--- src/rtl/ram_port_arbiter.sv ---
// Round-robin arbiter sharing one single-port synchronous RAM between requesters A and B,
// with bounded lock bursts and one-cycle read responses routed back to the issuing port.
module ram_port_arbiter #(
  parameter int ADDR_WIDTH = 8,
  parameter int DATA_WIDTH = 8,
  parameter int MAX_LOCK   = 4
) (
  input  logic                  clk,
  input  logic                  rst_n,
  input  logic                  a_req_valid,
  output logic                  a_req_ready,
  input  logic                  a_req_write,
  input  logic                  a_req_lock,
  input  logic [ADDR_WIDTH-1:0] a_req_addr,
  input  logic [DATA_WIDTH-1:0] a_req_wdata,
  output logic                  a_rsp_valid,
  output logic [DATA_WIDTH-1:0] a_rsp_rdata,
  input  logic                  b_req_valid,
  output logic                  b_req_ready,
  input  logic                  b_req_write,
  input  logic                  b_req_lock,
  input  logic [ADDR_WIDTH-1:0] b_req_addr,
  input  logic [DATA_WIDTH-1:0] b_req_wdata,
  output logic                  b_rsp_valid,
  output logic [DATA_WIDTH-1:0] b_rsp_rdata,
  output logic [ADDR_WIDTH-1:0] mem_addr,
  output logic [DATA_WIDTH-1:0] mem_data_in,
  output logic                  mem_write_en,
  input  logic [DATA_WIDTH-1:0] mem_data_out
);

  localparam int CNT_W = $clog2(MAX_LOCK + 1);
  localparam logic [CNT_W-1:0] LOCK_MAX = CNT_W'(MAX_LOCK);
  localparam logic [1:0] LOCK_NONE = 2'd0;
  localparam logic [1:0] LOCK_A    = 2'd1;
  localparam logic [1:0] LOCK_B    = 2'd2;

  logic                  last_grant_b;
  logic [1:0]            lock_owner, lock_owner_nx, grant_owner;
  logic [CNT_W-1:0]      lock_cnt, lock_cnt_nx, cnt_inc;
  logic                  rsp_pend_a, rsp_pend_b;
  logic [ADDR_WIDTH-1:0] addr_hold;
  logic [DATA_WIDTH-1:0] wdata_hold;
  logic                  grant_a, grant_b, grant_any, grant_lock, owner_dropped;

  // Grant is suppressed while reset is asserted, which also kills any write strobe.
  always_comb begin
    grant_a = 1'b0;
    grant_b = 1'b0;
    if (rst_n) begin
      if (lock_owner == LOCK_A && a_req_valid && lock_cnt < LOCK_MAX) begin
        grant_a = 1'b1;
      end else if (lock_owner == LOCK_B && b_req_valid && lock_cnt < LOCK_MAX) begin
        grant_b = 1'b1;
      end else if (a_req_valid && b_req_valid) begin
        grant_a = last_grant_b;
        grant_b = ~last_grant_b;
      end else begin
        grant_a = a_req_valid;
        grant_b = b_req_valid;
      end
    end
  end

  assign grant_any    = grant_a | grant_b;
  assign a_req_ready  = grant_a;
  assign b_req_ready  = grant_b;
  assign mem_write_en = (grant_a & a_req_write) | (grant_b & b_req_write);
  assign mem_addr     = grant_a ? a_req_addr  : (grant_b ? b_req_addr  : addr_hold);
  assign mem_data_in  = grant_a ? a_req_wdata : (grant_b ? b_req_wdata : wdata_hold);

  assign a_rsp_valid = rsp_pend_a;
  assign b_rsp_valid = rsp_pend_b;
  assign a_rsp_rdata = rsp_pend_a ? mem_data_out : '0;
  assign b_rsp_rdata = rsp_pend_b ? mem_data_out : '0;

  assign grant_lock    = (grant_a & a_req_lock) | (grant_b & b_req_lock);
  assign grant_owner   = grant_a ? LOCK_A : LOCK_B;
  assign owner_dropped = (lock_owner == LOCK_A && !a_req_valid) ||
                         (lock_owner == LOCK_B && !b_req_valid);

  // A burst that reaches the cap releases at once so the other side wins the next tie.
  always_comb begin
    lock_owner_nx = lock_owner;
    lock_cnt_nx   = lock_cnt;
    cnt_inc       = (lock_owner == grant_owner) ? lock_cnt + CNT_W'(1) : CNT_W'(1);
    if (grant_any) begin
      if (grant_lock && cnt_inc < LOCK_MAX) begin
        lock_owner_nx = grant_owner;
        lock_cnt_nx   = cnt_inc;
      end else begin
        lock_owner_nx = LOCK_NONE;
        lock_cnt_nx   = '0;
      end
    end else if (owner_dropped) begin
      lock_owner_nx = LOCK_NONE;
      lock_cnt_nx   = '0;
    end
  end

  always_ff @(posedge clk or negedge rst_n) begin
    if (!rst_n) begin
      last_grant_b <= 1'b1;
      lock_owner   <= LOCK_NONE;
      lock_cnt     <= '0;
      rsp_pend_a   <= 1'b0;
      rsp_pend_b   <= 1'b0;
      addr_hold    <= '0;
      wdata_hold   <= '0;
    end else begin
      lock_owner <= lock_owner_nx;
      lock_cnt   <= lock_cnt_nx;
      rsp_pend_a <= grant_a & ~a_req_write;
      rsp_pend_b <= grant_b & ~b_req_write;
      if (grant_any) begin
        last_grant_b <= grant_b;
        addr_hold    <= mem_addr;
        wdata_hold   <= mem_data_in;
      end
    end
  end

endmodule

--- config.mk ---
export PLATFORM = sky130hd
export DESIGN_NAME = ram_port_arbiter
export DESIGN_NICKNAME = d
export VERILOG_FILES = /design/src/rtl/ram_port_arbiter.sv
export SDC_FILE = /design/constraint.sdc
export NUM_CORES = 1
export LEC_CHECK = 0
export CAP_MARGIN = 15
export CORE_MARGIN = 2
export CORE_UTILIZATION = 41
export DETAILED_ROUTE_END_ITERATION = 8
export HOLD_SLACK_MARGIN = 0.12
export PLACE_DENSITY_LB_ADDON = 0.3
export SLEW_MARGIN = 15
export SYNTH_ARGS = -nofsm -noshare
export SYNTH_HDL_FRONTEND = slang
export SYNTH_SLANG_ARGS = --single-unit
--- constraint.sdc ---
create_clock -name clk -period 5.24 [get_ports clk]
set_clock_uncertainty 0.05 [all_clocks]
set_input_delay 0.524 -clock clk [delete_from_list [all_inputs] [get_ports clk]]
set_output_delay 0.524 -clock clk [all_outputs]
set_load 0.01 [all_outputs]
### Word level (Yosys, flattened, before mapping)

Index checks and enable logic that the tools add are counted.

| storage, ports and cells | value |
|---|---|
| flip-flop bits (word level) | 24 |
| latch bits | 0 |
| RAM bits | 0 |
| memory bits (read-only) | 0 |
| input port bits | 48 |
| output and inout port bits | 37 |
| logic and storage cells | 59 |
| memories | 0 |

| operators by class | value |
|---|---|
| $add $sub $neg | 1 |
| $mul | 0 |
| div/mod/pow operators | 0 |
| order comparisons | 2 |
| eq/ne operators | 3 |
| shift operators | 0 |
| muxes and demuxes | 22 |
| bitwise operators | 12 |
| reduce and logical (&&, ||, !) cells | 12 |

Operators by type and width:

| cell | count |
|---|---|
| two-way mux 8 bit | 6 |
| two-way mux 3 bit | 4 |
| logical AND 1 bit | 8 |
| two-way mux 1 bit | 8 |
| two-way mux 2 bit | 4 |
| AND 1 bit | 6 |
| < comparator 3 bit, second input constant | 2 |
| adder 3 x 1 -> 3 bit, second input constant | 1 |
| NOT 1 bit | 3 |
| bitwise OR 1 bit | 3 |
| equality test 2 x 1 -> 1 bit, second input constant | 1 |
| equality test 2 bit | 1 |
| equality test 2 bit, second input constant | 1 |
| zero test 1 bit | 2 |
| nonzero test 2 bit | 1 |
| logical OR 1 bit | 1 |

### Depth between registers and ports, before layout

Gate-level depths: netlist of the first run.

| depth | value |
|---|---|
| depth after elaboration | 13 |
| mapped depth | 7 |
| gate-level depth less buffers | 5 |

### Worst setup path before layout of the first run

No wires, ideal clock.

| timing | value |
|---|---|
| path type | input to output |
| start point | input port a_req_valid |
| end point | output port mem_addr[6] |
| data arrival time | 1.747 ns |
| data required time | 4.666 ns |
| setup slack | 2.919 ns |
| stages on the path | 7 |
| path buffers | 2 |
| cell sequence | buf_2 > and2_1 > a221oi_1 > nand2_1 > inv_2 > buf_4 > a221o_1 |

| on the way | value |
|---|---|
| longest elaborated chain between the ends | 7 |
| elaborated cells between the ends (all ways) | 13 |
| classes of those cells | mux: 10; reduce/logical: 3 |

Ends and longest elaborated chain:

| item | RTL line | source |
|---|---|---|
| from (decl) | 10 | `input logic a_req_valid,` |
| logical AND 1 bit | 55 | `end else if (a_req_valid && b_req_valid) begin` |
| two-way mux 1 bit | 55 |  |
| two-way mux 1 bit | 53 | `end else if (lock_owner == LOCK_B && b_req_valid && lock_cnt < LOCK_MAX) begin` |
| two-way mux 1 bit * | 51 | `if (lock_owner == LOCK_A && a_req_valid && lock_cnt < LOCK_MAX) begin` |
| two-way mux 1 bit * | 50 | `if (rst_n) begin` |
| via b_req_ready | 19 | `output logic b_req_ready,` |
| two-way mux 8 bit * (2 in series) | 69 | `assign mem_addr = grant_a ? a_req_addr : (grant_b ? b_req_addr : addr_hold);` |
| to (decl) | 26 | `output logic [ADDR_WIDTH-1:0] mem_addr,` |

Mark *: on every way through the listed nets, which the timed path passes. The rest lies on a longest branch.

### Worst setup path after layout of the first run

| timing | value |
|---|---|
| start point | input port a_req_valid |
| end point | output port mem_addr[0] |

| on the way | value |
|---|---|
| longest elaborated chain between the ends | 7 |
| elaborated cells between the ends (all ways) | 13 |
| classes of those cells | mux: 10; reduce/logical: 3 |

Ends and longest elaborated chain:

| item | RTL line |
|---|---|
| logical AND 1 bit | 55 |
| two-way mux 1 bit | 55 |
| two-way mux 1 bit | 53 |
| two-way mux 1 bit | 51 |
| two-way mux 1 bit | 50 |
| two-way mux 8 bit | 69 |
| two-way mux 8 bit * | 69 |

Every way passes the cells marked *; elsewhere a longest branch is shown, timed or not.

==> results_dict.tcl, run 1 <==
set metrics [dict create \
    status "finished, final reports clean" \
    highest_layer "met4" \
    grt_pass1_vias 1541 \
    fin_area_sq_um 2360 \
    grtUsageTotal_pct 20.7 \
    ys_seq_area_share_pct 40.5 \
    clockPowerShare_pct 15.9 \
    syn_avg_cell_area_sq_um 10.5 \
    post_cts_resized 0 \
    path_class "input pin to output port" \
    place.gp.congestion 0.819 \
    wirelength_mm 4.20 \
    cp.required_ns 4.67 \
    switching_share_pct 29.5 \
    cp_max_fo 34 \
    drt_iter0_markers 87 \
    yosysWarnings 0 \
    multiInputGateArea_sq_um 801 \
    initial_core_util_pct 43.5 \
    clockBufferDepth 2 \
    num_vias 1542 \
    drtAntennaViolNets 0 \
    nNetsFinal 274 \
    clock_latency_ns 0.30 \
    final_common_cell "clkdlybuf4s50_1" \
    drv_cap 0 \
    drc 0 \
    async_flop_share_pct 100 \
    yosysUniqueCellTypes 38 \
    power_density_nw_per_um2 222 \
    cp.arrival_ns 3.09 \
    cts_buffers 3 \
    hold_buffers 0 \
    synth-edff-count 0 \
    ys_ff_latch 24 \
    overflow 0 \
    cts_tree "done" \
    setup_viol 0 \
    wl_per_cell_um 15.6 \
    cp-end-kind "output port" \
    final_cell_mix "clkdlybuf4s50_1 (84), and2_1 (35), a221o_1 (32)" \
    cts_sinks 24 \
    peakVddDrop_mv 0.136 \
    fmax_mhz 273 \
    die_w_um 64.2 \
    tns_ns 0 \
    ctsHtreeMaxLevel 1 \
    portBuffers 84 \
    hold_depth 2 \
    maxSlewHeadroom_pct 62.4 \
    clk_pin_slew_ns 0.12 \
    ys.flop_type "dfrtp_1" \
    core_region_area_sq_um 3420 \
    drt-vias-per-instance 5.71 \
    regToRegStartpoint "lock_owner[0]" \
    drt_pre_antenna_iters 4 \
    wl_met2_mm 2.19 \
    ff2ff_setup_slack_ns 3.18 \
    syn_area_sq_um 1490 \
    period_share_pct 70.0 \
    min_period_ns 3.67 \
    grt_max_degree 35 \
    p_seq_share_pct 42.8 \
    layout-drive-gt1-share_pct 4.91 \
    worstHoldPathType "flop to flop" \
    p_sw_uw 155 \
    drv_slew 0 \
    reg2regPathDepth 5 \
    seqCellArea_sq_um 602 \
    rows 21 \
    met3_length_um 316 \
    netlist_instances 142 \
    hp-start "last_grant_b" \
    finalHoldViolCount 0 \
    start_kind "input pin" \
    syn_nets 191 \
    synthToLayoutAreaGrowth_pct 58.9 \
    place_area_sq_um 2330 \
    worst_slew_pin_slew_ns 0.563 \
    wl_met1_mm 1.67 \
    antenna_cells 0 \
    min_to "last_grant_b" \
    die_area_sq_um 4120 \
    die_h_um 64.2 \
    p_comb_share_pct 41.3 \
    regToRegEndpoint "addr_hold[7]" \
    grt_pass1_wl_mm 6.82 \
    cts_setup_buffers 0 \
    n_fill_cell 269 \
    intPower_uw 370 \
    power.leakage_uw 0.000945 \
    antenna_found_initial 0 \
    root_buffer "clkbuf_4" \
    num_io_pins 85 \
    rsz0062_at_grt "no" \
    dp_hpwl_mm 3.19 \
]
[metrics by stage]
step                      util, %  instances  worst slack, ns  total power, uW  hold WS, ns
after floorplan                 -        142             2.92              332        0.178
after global placement       68.3        266             1.71              436        0.425
after detailed placement     68.3        266             1.61              444        0.447
after CTS                    69.1        270             1.61              528        0.465
after global routing         69.1        270             1.33              554        0.484
final                        69.1        270             1.57              525        0.464
[critical path, stage by stage]
cell             delay, ns
clkdlybuf4s50_1       0.55
and2_1                0.21
a221oi_1              0.35
nand2_1               0.18
inv_2                 0.46
a221o_1               0.26
clkdlybuf4s50_1       0.54
[cells by family after synthesis]
family          after synthesis  synth area share [%]
flops                        24                  40.5
compound gates               48                  29.8
buf+inv                      12                  5.56
fa+ha+maj                     1                 0.842
simple gates                 56                  22.7
xor+xnor                      1                 0.590
[power by group through the flow]
stage	Combinational, uW	Clock, uW	Sequential, uW
3_5_place_dp	216	0	228
6_report	217	83.5	225
5_1_grt	234	92.2	228
2_1_floorplan	108	0	224
4_1_cts	218	85.8	225
3_3_place_gp	210	0	226
[how the worst max path moves through the flow]
stage,from,to,cells after the start
6_report,a_req_valid,mem_addr[0],7
5_1_grt,a_req_valid,mem_addr[0],7
4_1_cts,a_req_valid,mem_addr[5],7
3_5_place_dp,a_req_valid,mem_addr[5],7
3_3_place_gp,a_req_valid,mem_data_in[7],7
2_1_floorplan,a_req_valid,mem_addr[6],7
[flip-flops by register name, summed over array words and instances (netlist names)]
name	count
lock_owner	2
lock_cnt	3
addr_hold	8
a_rsp_valid	1
b_rsp_valid	1
wdata_hold	8
last_grant_b	1
[metal layers]
metal	up-vias	track usage, %
met2	63	40.8
li1	726	-
met3	4	4.40
met4	0	5.05
met1	749	22.0
met5	-	0
[layout make-up]
cell class                 count  share of cell area, %
inverter                       4                  0.742
timing repair buffer          86                   36.3
clock buffer                   4                   1.11
tap                           46                   2.44
multi-input combinational    106                   33.9
sequential                    24                   25.5
[cell usage after synthesis, types with 2 or more instances]
cell type / instances / share of area [%]
o21ai_0: 4 / 1.3
a221o_1: 32 / 22
o31ai_1: 2 / 1.0
buf_6: 3 / 2.3
nor2_1: 2 / 0.51
buf_4: 3 / 1.5
and2_1: 35 / 15
dfrtp_1: 23 / 39
nand3b_1: 2 / 1.0
nand2_1: 8 / 2.0
Note: power is estimated with default switching activity, not from simulation.
==> run 2, diff against run 1 <==
--- a/config.mk
+++ b/config.mk
@@ -7,7 +7,7 @@
 export LEC_CHECK = 0
 export CAP_MARGIN = 15
 export CORE_MARGIN = 2
-export CORE_UTILIZATION = 41
+export CORE_UTILIZATION = 38
 export DETAILED_ROUTE_END_ITERATION = 8
 export HOLD_SLACK_MARGIN = 0.12
 export PLACE_DENSITY_LB_ADDON = 0.3
==> constraint.sdc (replaced) <==
create_clock -name clk -period 3.82 [get_ports clk]
set_clock_uncertainty 0.05 [all_clocks]
set_input_delay 0.382 -clock clk [delete_from_list [all_inputs] [get_ports clk]]
set_output_delay 0.382 -clock clk [all_outputs]
set_load 0.01 [all_outputs]
==> results_dict.tcl, run 2 (synthesized netlist as in run 1, its figures left out) <==
set metrics [dict create \
    status "finished, final reports clean" \
    num_vias 1593 \
    drt-vias-per-instance 5.84 \
    final_core_util_pct 64.5 \
    drv_cap 0 \
    use_met2_pct 37.5 \
    rows 22 \
    wl_per_cell_um 16.0 \
    hold_buffers 0 \
    final_cell_mix "clkdlybuf4s50_1 (84), and2_1 (35), a221o_1 (32)" \
    setup_viol 0 \
    cts_sinks 24 \
    drt_pre_antenna_iters 4 \
    portBuffers 84 \
    power.total_uw 781 \
    drtAntennaViolNets 0 \
    drt_iter0_markers 68 \
    cts_setup_buffers 0 \
    maxSlewHeadroom_pct 57.6 \
    place_area_sq_um 2340 \
    clockBufferDepth 2 \
    period_share_pct 87.7 \
    min_period_ns 3.35 \
    fin_area_sq_um 2400 \
    use_met1_pct 21.4 \
    start_kind "input pin" \
    p_seq_share_pct 39.5 \
    clock_latency_ns 0.27 \
    cp.required_ns 3.39 \
    place.gp.congestion 0.747 \
    tns_ns 0 \
    die_area_sq_um 4420 \
    antenna_found_initial 0 \
    worst_slack_ns 0.468 \
    finalHoldViolCount 0 \
    fmax_mhz 298 \
    cts_tree "done" \
    layout-drive-gt1-share_pct 5.78 \
    synthToLayoutAreaGrowth_pct 61.5 \
    regToRegStartpoint "lock_owner[0]" \
    p_sw_uw 220 \
    peakVddDrop_mv 0.220 \
    grt_pass1_vias 1603 \
    clockPowerShare_pct 22.2 \
    pre_cts_slack_ns 0.482 \
    overflow 0 \
    p_comb_share_pct 38.4 \
    grt.busiest_layer "met2" \
    intPower_uw 560 \
    drc 0 \
    grt_max_degree 35 \
    path_class "input pin to output port" \
    drv_slew 0 \
    worst_slew_pin_slew_ns 0.632 \
    antenna_cells 0 \
    die_w_um 66.5 \
    rsz0062_at_grt "no" \
    core_region_area_sq_um 3720 \
    power_density_nw_per_um2 325 \
    clk_pin_slew_ns 0.08 \
    grt_util_met3_pct 4.56 \
    reg_top3 "addr_hold (8), wdata_hold (8), lock_cnt (3)" \
    power.leakage_uw 0.000964 \
    worstHoldPathType "input pin to asynchronous set/reset pin" \
    die_h_um 66.5 \
    final_common_cell "clkdlybuf4s50_1" \
    nNetsFinal 275 \
    grt_pass1_wl_mm 6.93 \
    ctsHtreeMaxLevel 1 \
    cp-end-kind "output port" \
    cp_max_fo 34 \
    grtUsageTotal_pct 20.8 \
    num_io_pins 85 \
    root_buffer "clkbuf_8" \
    cp-startpoint "a_req_valid" \
    wirelength_mm 4.37 \
    post_cts_resized 0 \
    dp_hpwl_mm 3.36 \
    cts_buffers 3 \
    cp.arrival_ns 2.92 \
    ff2ff_setup_slack_ns 1.81 \
    initial_core_util_pct 40.0 \
    switching_share_pct 28.2 \
]
==> run 2: critical path, cell delays in order <==
cell and delay [ns]:
clkdlybuf4s50_1 0.55, and2_1 0.21, a221oi_1 0.36, nand2_1 0.17, inv_2 0.43, a221o_1 0.26
clkdlybuf4s50_1 0.55
==> run 2: path summary, 6_finish.rpt <==
path                       cells after the start             end
max                                            7  mem_data_in[3]
min reg2reg                                    2    last_grant_b
max reg2reg                                    5   wdata_hold[5]
min in group clk                               2    last_grant_b
min                                            2   lock_owner[0]
max in group asynchronous                      2   wdata_hold[6]
==> run 2: power groups by stage <==
stage / Combinational, uW / Clock, uW / Sequential [uW]
6_report: 300 / 173 / 308
5_1_grt: 323 / 187 / 312
4_1_cts: 301 / 177 / 308
3_5_place_dp: 298 / 0 / 312
3_3_place_gp: 291 / 0 / 310
2_1_floorplan: 148 / 0 / 307
==> run 2: layout make-up <==
type / instances / area (sq um)
Clock buffer: 4 / 55.1
Fill cell: 316 / 1320
Multi-Input combinational cell: 106 / 801
Inverter: 4 / 17.5
Tap cell: 48 / 60.1
Sequential cell: 24 / 602
Timing Repair Buffer: 87 / 863
==> run 2: routing by layer <==
metal | wire length, um | vias up
li1 | - | 724
met1 | 1520 | 746
met2 | 2270 | 109
met3 | 432 | 14
met4 | 145 | 0
met5 | 0 | -
==> run 2: through the flow <==
stage          cells  hold slack, ns
2_1_floorplan    142          0.0364
3_3_place_gp     269           0.424
4_1_cts          273           0.381
3_5_place_dp     269           0.454
5_1_grt          273           0.389
6_report         273           0.375
==> run 3, diff against run 2 <==
--- a/config.mk
+++ b/config.mk
@@ -8,6 +8,8 @@
 export CAP_MARGIN = 15
 export CORE_MARGIN = 2
 export CORE_UTILIZATION = 38
+export CTS_BUF_LIST = sky130_fd_sc_hd__clkbuf_8 sky130_fd_sc_hd__clkbuf_16
+export CTS_CLUSTER_DIAMETER = 80
 export DETAILED_ROUTE_END_ITERATION = 8
 export HOLD_SLACK_MARGIN = 0.12
 export PLACE_DENSITY_LB_ADDON = 0.3
==> results of run 3 <==
Same layout as run 2: the final DEF is identical, and so are final timing and power.
